**src/rtl/count_sequencer.sv**
```systemverilog
// Start/pause/restart count sequencer with terminal count and DONE-state display blink.
// Define COUNT_SEQUENCER_BCD_EN for a four-digit BCD count; the default build counts in binary.
module count_sequencer #(
  parameter logic [15:0] LIMIT       = 16'h9999,
  parameter int          BLINK_TICKS = 8
) (
  input  logic        clock,
  input  logic        reset,
  input  logic        tick,
  input  logic        trig,
  input  logic        mode,
  input  logic        start,
  input  logic        clr,
  output logic [15:0] count,
  output logic        running,
  output logic        done,
  output logic        blank
);

  // state | meaning
  // IDLE  | count held at 0, waiting for start
  // RUN   | advance events increment count
  // PAUSE | count frozen, start resumes
  // DONE  | count held at LIMIT, display blinks on tick

  localparam int BW = (BLINK_TICKS > 1) ? $clog2(BLINK_TICKS) : 1;
  localparam logic [BW-1:0] BLINK_LAST = BW'(BLINK_TICKS - 1);

  typedef enum logic [1:0] {
    IDLE  = 2'd0,
    RUN   = 2'd1,
    PAUSE = 2'd2,
    DONE  = 2'd3
  } state_t;

  state_t        state;
  logic          mode_q;
  logic          adv;
  logic [15:0]   count_inc;
  logic [BW-1:0] blink_cnt;

  function automatic logic [15:0] inc_count(input logic [15:0] v);
    logic [15:0] r;
`ifdef COUNT_SEQUENCER_BCD_EN
    logic       carry;
    logic [3:0] nib;
    r     = v;
    carry = 1'b1;
    for (int i = 0; i < 4; i++) begin
      nib = v[i*4 +: 4];
      if (carry) begin
        // an illegal digit above 9 rolls over like 9 so the count keeps moving
        if (nib >= 4'd9) begin
          r[i*4 +: 4] = 4'd0;
        end else begin
          r[i*4 +: 4] = nib + 4'd1;
          carry       = 1'b0;
        end
      end
    end
`else
    r = v + 16'd1;
`endif
    return r;
  endfunction

  // the switch is registered so a mode flip never looks like an advance
  assign adv       = mode_q ? trig : tick;
  assign count_inc = inc_count(count);

  always_ff @(posedge clock or negedge reset) begin
    if (!reset) begin
      state     <= IDLE;
      mode_q    <= 1'b0;
      count     <= 16'd0;
      running   <= 1'b0;
      done      <= 1'b0;
      blank     <= 1'b0;
      blink_cnt <= '0;
    end else begin
      mode_q <= mode;
      if (clr) begin
        state     <= IDLE;
        count     <= 16'd0;
        running   <= 1'b0;
        done      <= 1'b0;
        blank     <= 1'b0;
        blink_cnt <= '0;
      end else begin
        case (state)
          IDLE: begin
            if (start) begin
              state   <= RUN;
              running <= 1'b1;
            end
          end
          RUN: begin
            if (adv) begin
              count <= count_inc;
              if (count_inc == LIMIT) begin
                state     <= DONE;
                running   <= 1'b0;
                done      <= 1'b1;
                blank     <= 1'b0;
                blink_cnt <= '0;
              end else if (start) begin
                state   <= PAUSE;
                running <= 1'b0;
              end
            end else if (count == LIMIT) begin
              state     <= DONE;
              running   <= 1'b0;
              done      <= 1'b1;
              blank     <= 1'b0;
              blink_cnt <= '0;
            end else if (start) begin
              state   <= PAUSE;
              running <= 1'b0;
            end
          end
          PAUSE: begin
            if (start) begin
              state   <= RUN;
              running <= 1'b1;
            end
          end
          DONE: begin
            if (start) begin
              state     <= RUN;
              count     <= 16'd0;
              running   <= 1'b1;
              done      <= 1'b0;
              blank     <= 1'b0;
              blink_cnt <= '0;
            end else if (tick) begin
              // blink runs off the raw tick whatever the advance source is
              if (blink_cnt == BLINK_LAST) begin
                blank     <= ~blank;
                blink_cnt <= '0;
              end else begin
                blink_cnt <= blink_cnt + 1'b1;
              end
            end
          end
          default: begin
            state     <= IDLE;
            count     <= 16'd0;
            running   <= 1'b0;
            done      <= 1'b0;
            blank     <= 1'b0;
            blink_cnt <= '0;
          end
        endcase
      end
    end
  end

endmodule

```
**config.mk**
```make
export PLATFORM = sky130hd
export DESIGN_NAME = count_sequencer
export DESIGN_NICKNAME = d
export VERILOG_FILES = /design/src/rtl/count_sequencer.sv
export SDC_FILE = /design/constraint.sdc
export NUM_CORES = 1
export LEC_CHECK = 0
export BUFFER_PORTS_ARGS = -buffer_cell sky130_fd_sc_hd__clkbuf_2
export CAP_MARGIN = 20
export CORE_ASPECT_RATIO = 0.9
export CORE_MARGIN = 2
export CORE_UTILIZATION = 45
export DETAILED_ROUTE_END_ITERATION = 8
export PLACE_DENSITY = 0.68
export SYNTH_ARGS = -nofsm -noshare
export SYNTH_HDL_FRONTEND = slang
export SYNTH_SLANG_ARGS = --single-unit
```
**constraint.sdc**
```tcl
create_clock -name clock -period 2.1 [get_ports clock]
set_input_delay 0.315 -clock clock [delete_from_list [all_inputs] [get_ports clock]]
set_output_delay 0.315 -clock clock [all_outputs]
set_load 0.05 [all_outputs]
```
== Word-level counts from Yosys, hierarchy flattened ==
Index checks and enable logic that the tools add are counted.

* Flip-flop bits (word level): 25
* Input bits: 7
* Output and inout port bits: 19
* Word-level logic and storage cells: 71

* Add/subtract/negate cells: 2
* Equal/unequal tests: 13
* Mux-type cells: 41
* Bitwise logic cells: 1
* Reductions and logical operators: 7

{| class="wikitable"
|+ Operators with widths
! kind !! count
|-
| $mux W16 || 3
|-
| $eq A16 B16 Y1 const B || 2
|-
| $pmux W16 S2 || 1
|-
| $mux W3 || 7
|-
| $mux W1 || 19
|-
| $add A16 B1 Y16 const B || 1
|-
| $ne A4 B4 Y1 const B || 4
|-
| $mux W2 || 6
|-
| $reduce_and A4 Y1 || 2
|-
| $ne A3 B3 Y1 const B || 2
|-
| $pmux W1 S2 || 3
|-
| $pmux W3 S2 || 1
|-
| $reduce_and A5 Y1 || 1
|-
| $eq A2 B2 Y1 const B || 2
|-
| $pmux W2 S2 || 1
|-
| $add A3 B1 Y3 const B || 1
|-
| $eq A3 B3 Y1 const B || 1
|-
| $ne A3 B1 Y1 const B || 1
|-
| $reduce_and A3 Y1 || 1
|-
| $reduce_bool A3 Y1 || 1
|-
| $reduce_or A3 Y1 || 1
|-
| $eq A2 B1 Y1 const B || 1
|-
| $logic_not A2 Y1 || 1
|-
| $not A1 Y1 || 1
|}

== Depth between registers and ports, before layout ==
* Word-level depth: 6
* Depth in mapped cells: 8
* Depth with buffers taken out: 8

== Least setup slack after synthesis ==
Ideal clock, no wire load.

* Path type: reg2reg
* From: reg count[0]
* To: reg running
* Library setup time: 0.129 ns
* Arrival: 2.296 ns
* Required time: 1.971 ns
* Path slack: -0.324 ns
* Stages on the path, launching flop included: 8
* Buffers on the path: 0
* Clock period less this slack: 2.424 ns
* Path through: dfrtp_1 ha_1 nand3_2 or4_4 xnor2_2 nand4_2 o21bai_1 o21ai_0

* Longest elaborated chain between the ends: 6
* Elaborated cells between the ends (all ways): 8
* Those cells by class: add/sub (1); eq/ne (2); mux (5)

{| class="wikitable"
|+ Ends and longest elaborated chain
! item !! RTL line !! text
|-
| from (decl) || 14 || <nowiki>output logic [15:0] count,</nowiki>
|-
| from (signal assigned) || 99 || <nowiki>count <= count_inc;</nowiki>
|-
| $add A16 B1 Y16 || 62 || <nowiki>r = v + 16'd1;</nowiki>
|-
| $eq A16 B16 Y1 || 100 || <nowiki>if (count_inc == LIMIT) begin</nowiki>
|-
| $mux W1 || 100 ||
|-
| $mux W1 * || 98 || <nowiki>if (adv) begin</nowiki>
|-
| $pmux W1 S2 * || 90 || <nowiki>case (state)</nowiki>
|-
| $mux W1 * || 82 || <nowiki>if (clr) begin</nowiki>
|-
| to (signal assigned) || 85 || <nowiki>running <= 1'b0;</nowiki>
|-
| to (signal assigned) || 94 || <nowiki>running <= 1'b1;</nowiki>
|-
| to (signal assigned) || 102 || <nowiki>running <= 1'b0;</nowiki>
|-
| to (decl) || 15 || <nowiki>output logic running,</nowiki>
|}

Mark *: on every way between the ends. The rest lies on a longest branch, timed or not.
A chain may end at the register's enable or synchronous reset.

== Worst setup path in the final report ==
* From: reg count[0]
* To: reg blink_cnt[0]

* Longest elaborated chain between the ends: 4
* Elaborated cells between the ends (all ways): 6
* Those cells by class: add/sub (1); eq/ne (4); reduce/logical (1)

{| class="wikitable"
|+ Ends and longest elaborated chain
! item !! RTL line !! text
|-
| $add A16 B1 Y16 || 62 ||
|-
| $eq A16 B16 Y1 || 100 ||
|-
| $ne A4 B4 Y1 (no line) || -- ||
|-
| $reduce_and A4 Y1 (no line) * || -- ||
|-
| to (signal assigned) || 141 || <nowiki>blink_cnt <= blink_cnt + 1'b1;</nowiki>
|-
| to (decl) || 40 || <nowiki>logic [BW-1:0] blink_cnt;</nowiki>
|}

Marked as above.

==> impl_metrics.ini <==
[run_status]
status = finished, final reports clean

[grt]
grt_antenna_before_repair = 0
grt_max_degree = 26
grt_pass1_vias = 1441
grt_pass1_wl_um = 6940
overflow = 0
track_usage = 0.209

[sta]
slew_headroom = 0.574
rsz0062_at_grt = true
fmax_ghz = 0.486
hold_violations = 0
fin_crit_ns = 2.06
finalClockSkew_ns = 0.00440
finalSetupViolCount = 0
tightest_slew_ns = 0.633
fin_crit_sh = 0.981
slew_viol_final = 0
fin_ws_ns = 0.0403

[yosys]
ys.flop_type = dfrtp_1
synth_edf_count = 0
syn-instance-count = 201
syn_area_per_cell_um2 = 8.45
synthArstFlopShare = 1.00
synthDistinctLibCells = 41
ys_seq_area_frac = 0.368
ys_ff_latch = 25
syn_nets = 213
synth_warnings = 0
synth_area_um2 = 1700

[setup_path]
path_cells = ha_4, nand3_4, or4_4, xnor2_2, nand4_2, o21ai_2, a31oi_1
crit_slowest_cell = or4_4
critPathMaxStageDelay_ns = 0.58
worstSetupPathType = reg -> reg
worstPathRequired_ns = 2.25
critPathCaptureType = flip-flop
worst-path-buf-inv = 0
crit_path_start_kind = flip-flop
critPathMaxFanout = 5
cp.arrival_ns = 2.21
crit_family = simple AND/OR/NAND/NOR gates

[placed_design]
gp_congestion = 0.809
placed_area_um2 = 1960
place_inst = 275
dp_slack_ns = -0.00504
io_buffer_count = 25
dp_hpwl_um = 2910

[layout]
mostFrequentLayoutCells = o21ai_0 (25), clkbuf_2 (25), nand2_1 (21), buf_4 (21), nor2_1 (20)
area_growth_syn_to_layout_pct = 23.4
stdcell_count = 285
fin_area_um2 = 2100
nets = 252
drive_above_1_share = 0.310
n_antenna_cell = 0

[floorplan]
die_width_um = 68.7
start_util = 0.462
core-area_um2 = 3680
ios = 26
die-area_um2 = 4280
num_rows = 21
die_height_um = 62.3

[route]
firstDrtPassIters = 4
antenna_left = 0
vias = 1571
routed_via_density = 5.51
routed_wl_um = 4050
drc = 0
routedWlPerCell_um = 14.2
drt_iter0_markers = 162

[worst_hold_path]
hold_class = in -> async

[pwr]
p_per_area_nw_per_um2 = 436
p_leak_nw = 0.952
peakVddDrop_v = 0.000280

[clock_network]
cts.hold.buffers_added = 0
clk_path_buf_depth = 2
cts_tree = built
cts_root_buf = clkbuf_8
clk_pin_slew_worst_paths_ns = 0.09
numCtsBuffers = 3
htree_levels = 1
numClockSinks = 25
clk-insertion-delay-late_ns = 0.27

[flow_run]
drv_cap = 0
-- synth_stat cells, types with 2 or more instances --
| library cell | count | area, um2 |
|---|---|---|
| a21oi_1 | 2 | 10.0 |
| a22o_1 | 2 | 17.5 |
| a31oi_1 | 3 | 18.8 |
| and2_1 | 4 | 25.0 |
| and4_1 | 2 | 17.5 |
| buf_4 | 3 | 22.5 |
| clkbuf_1 | 7 | 26.3 |
| clkbuf_2 | 2 | 10.0 |
| dfrtp_1 | 25 | 626 |
| ha_1 | 5 | 62.6 |
| inv_1 | 6 | 22.5 |
| mux2i_1 | 3 | 30.0 |
| nand2_1 | 21 | 78.8 |
| nand2b_1 | 4 | 25.0 |
| nand3_1 | 9 | 45.0 |
| nand3_2 | 3 | 30.0 |
| nand3b_1 | 2 | 15.0 |
| nand4_1 | 4 | 25.0 |
| nand4_2 | 3 | 37.5 |
| nor2_1 | 20 | 75.1 |
| nor2b_1 | 2 | 12.5 |
| nor3_1 | 7 | 35.0 |
| nor4_1 | 4 | 25.0 |
| nor4_2 | 2 | 25.0 |
| nor4b_1 | 3 | 26.3 |
| o21ai_0 | 27 | 135 |
| o21bai_1 | 2 | 15.0 |
| o31ai_1 | 4 | 30.0 |
| or3_1 | 2 | 12.5 |
| xnor2_1 | 3 | 26.3 |
| xor2_1 | 5 | 43.8 |
-- sequential cells by signal (all words and copies together), names as in the netlist --
signal,cells
count,16
state,2
running,1
mode_q,1
done,1
blink_cnt,3
blank,1
-- power breakdown --
part	leakage [nW]	switching [W]	total, W	internal [W]
Clock	0.0228	0.000154	0.000290	0.000136
Sequential	0.326	0.00000950	0.000502	0.000492
Combinational	0.603	0.0000795	0.000122	0.0000428
Total	0.952	0.000243	0.000914	0.000671
-- final cells by class --
cell class,count,area [um2]
Clock buffer,4,45.0
Tap cell,46,57.6
Sequential cell,25,641
Inverter,6,22.5
Timing Repair Buffer,46,283
Fill cell,328,1580
Multi-Input combinational cell,158,1050
-- routing by layer --
layer  global-route usage  routed length (um)  up-vias
li1                     -                   -      800
met1                0.338                2050      730
met2                0.285                1760       36
met3               0.0417                 205        5
met4               0.0441                  38        0
met5                    0                   0        -
-- logic make-up (layout without fill, tap and decap cells) --
family / Yosys count / in the layout / share of synthesized area
adders and majority gates: 5 / 5 / 0.0368
DFF: 25 / 25 / 0.368
and+or+nand+nor: 96 / 96 / 0.323
buffers and inverters: 18 / 56 / 0.0479
muxes: 3 / 3 / 0.0177
AOI/OAI and AO/OA: 45 / 45 / 0.155
xor gates and xnor gates: 9 / 9 / 0.0509
-- timing repair --
item / CTS / global route
pin swaps: 1 / 7
setup buffers: 2 / 4
resized for setup: 0 / 8
setup endpoints to repair: 1 / 8
-- stage by stage --
step | utilization | TNS (ns) | power, W | hold WS [ns]
2_1_floorplan | - | -0.00400 | 0.000581 | 0.0194
6_report | 0.570 | 0 | 0.000914 | 0.0449
5_1_grt | 0.570 | -0.375 | 0.000960 | 0.0966
4_1_cts | 0.550 | 0 | 0.000924 | 0.0685
3_3_place_gp | 0.533 | 0 | 0.000626 | 0.374
3_5_place_dp | 0.533 | -0.00504 | 0.000626 | 0.373
-- path summary, 6_finish.rpt --
kind,start,end,depth (start not counted),slack (ns)
max,count[0]$_DFFE_PN0P_,blink_cnt[0]$_DFFE_PN0P_,7,0.04
min,reset,count[0]$_DFFE_PN0P_,1,0.04
max reg2reg,count[0]$_DFFE_PN0P_,blink_cnt[0]$_DFFE_PN0P_,7,0.04
min reg2reg,blink_cnt[0]$_DFFE_PN0P_,blink_cnt[0]$_DFFE_PN0P_,1,0.53
max in group asynchronous,reset,count[0]$_DFFE_PN0P_,1,1.59
min in group clock,mode,mode_q$_DFF_PN0_,1,0.15
Power figures use the tool's default switching activity.
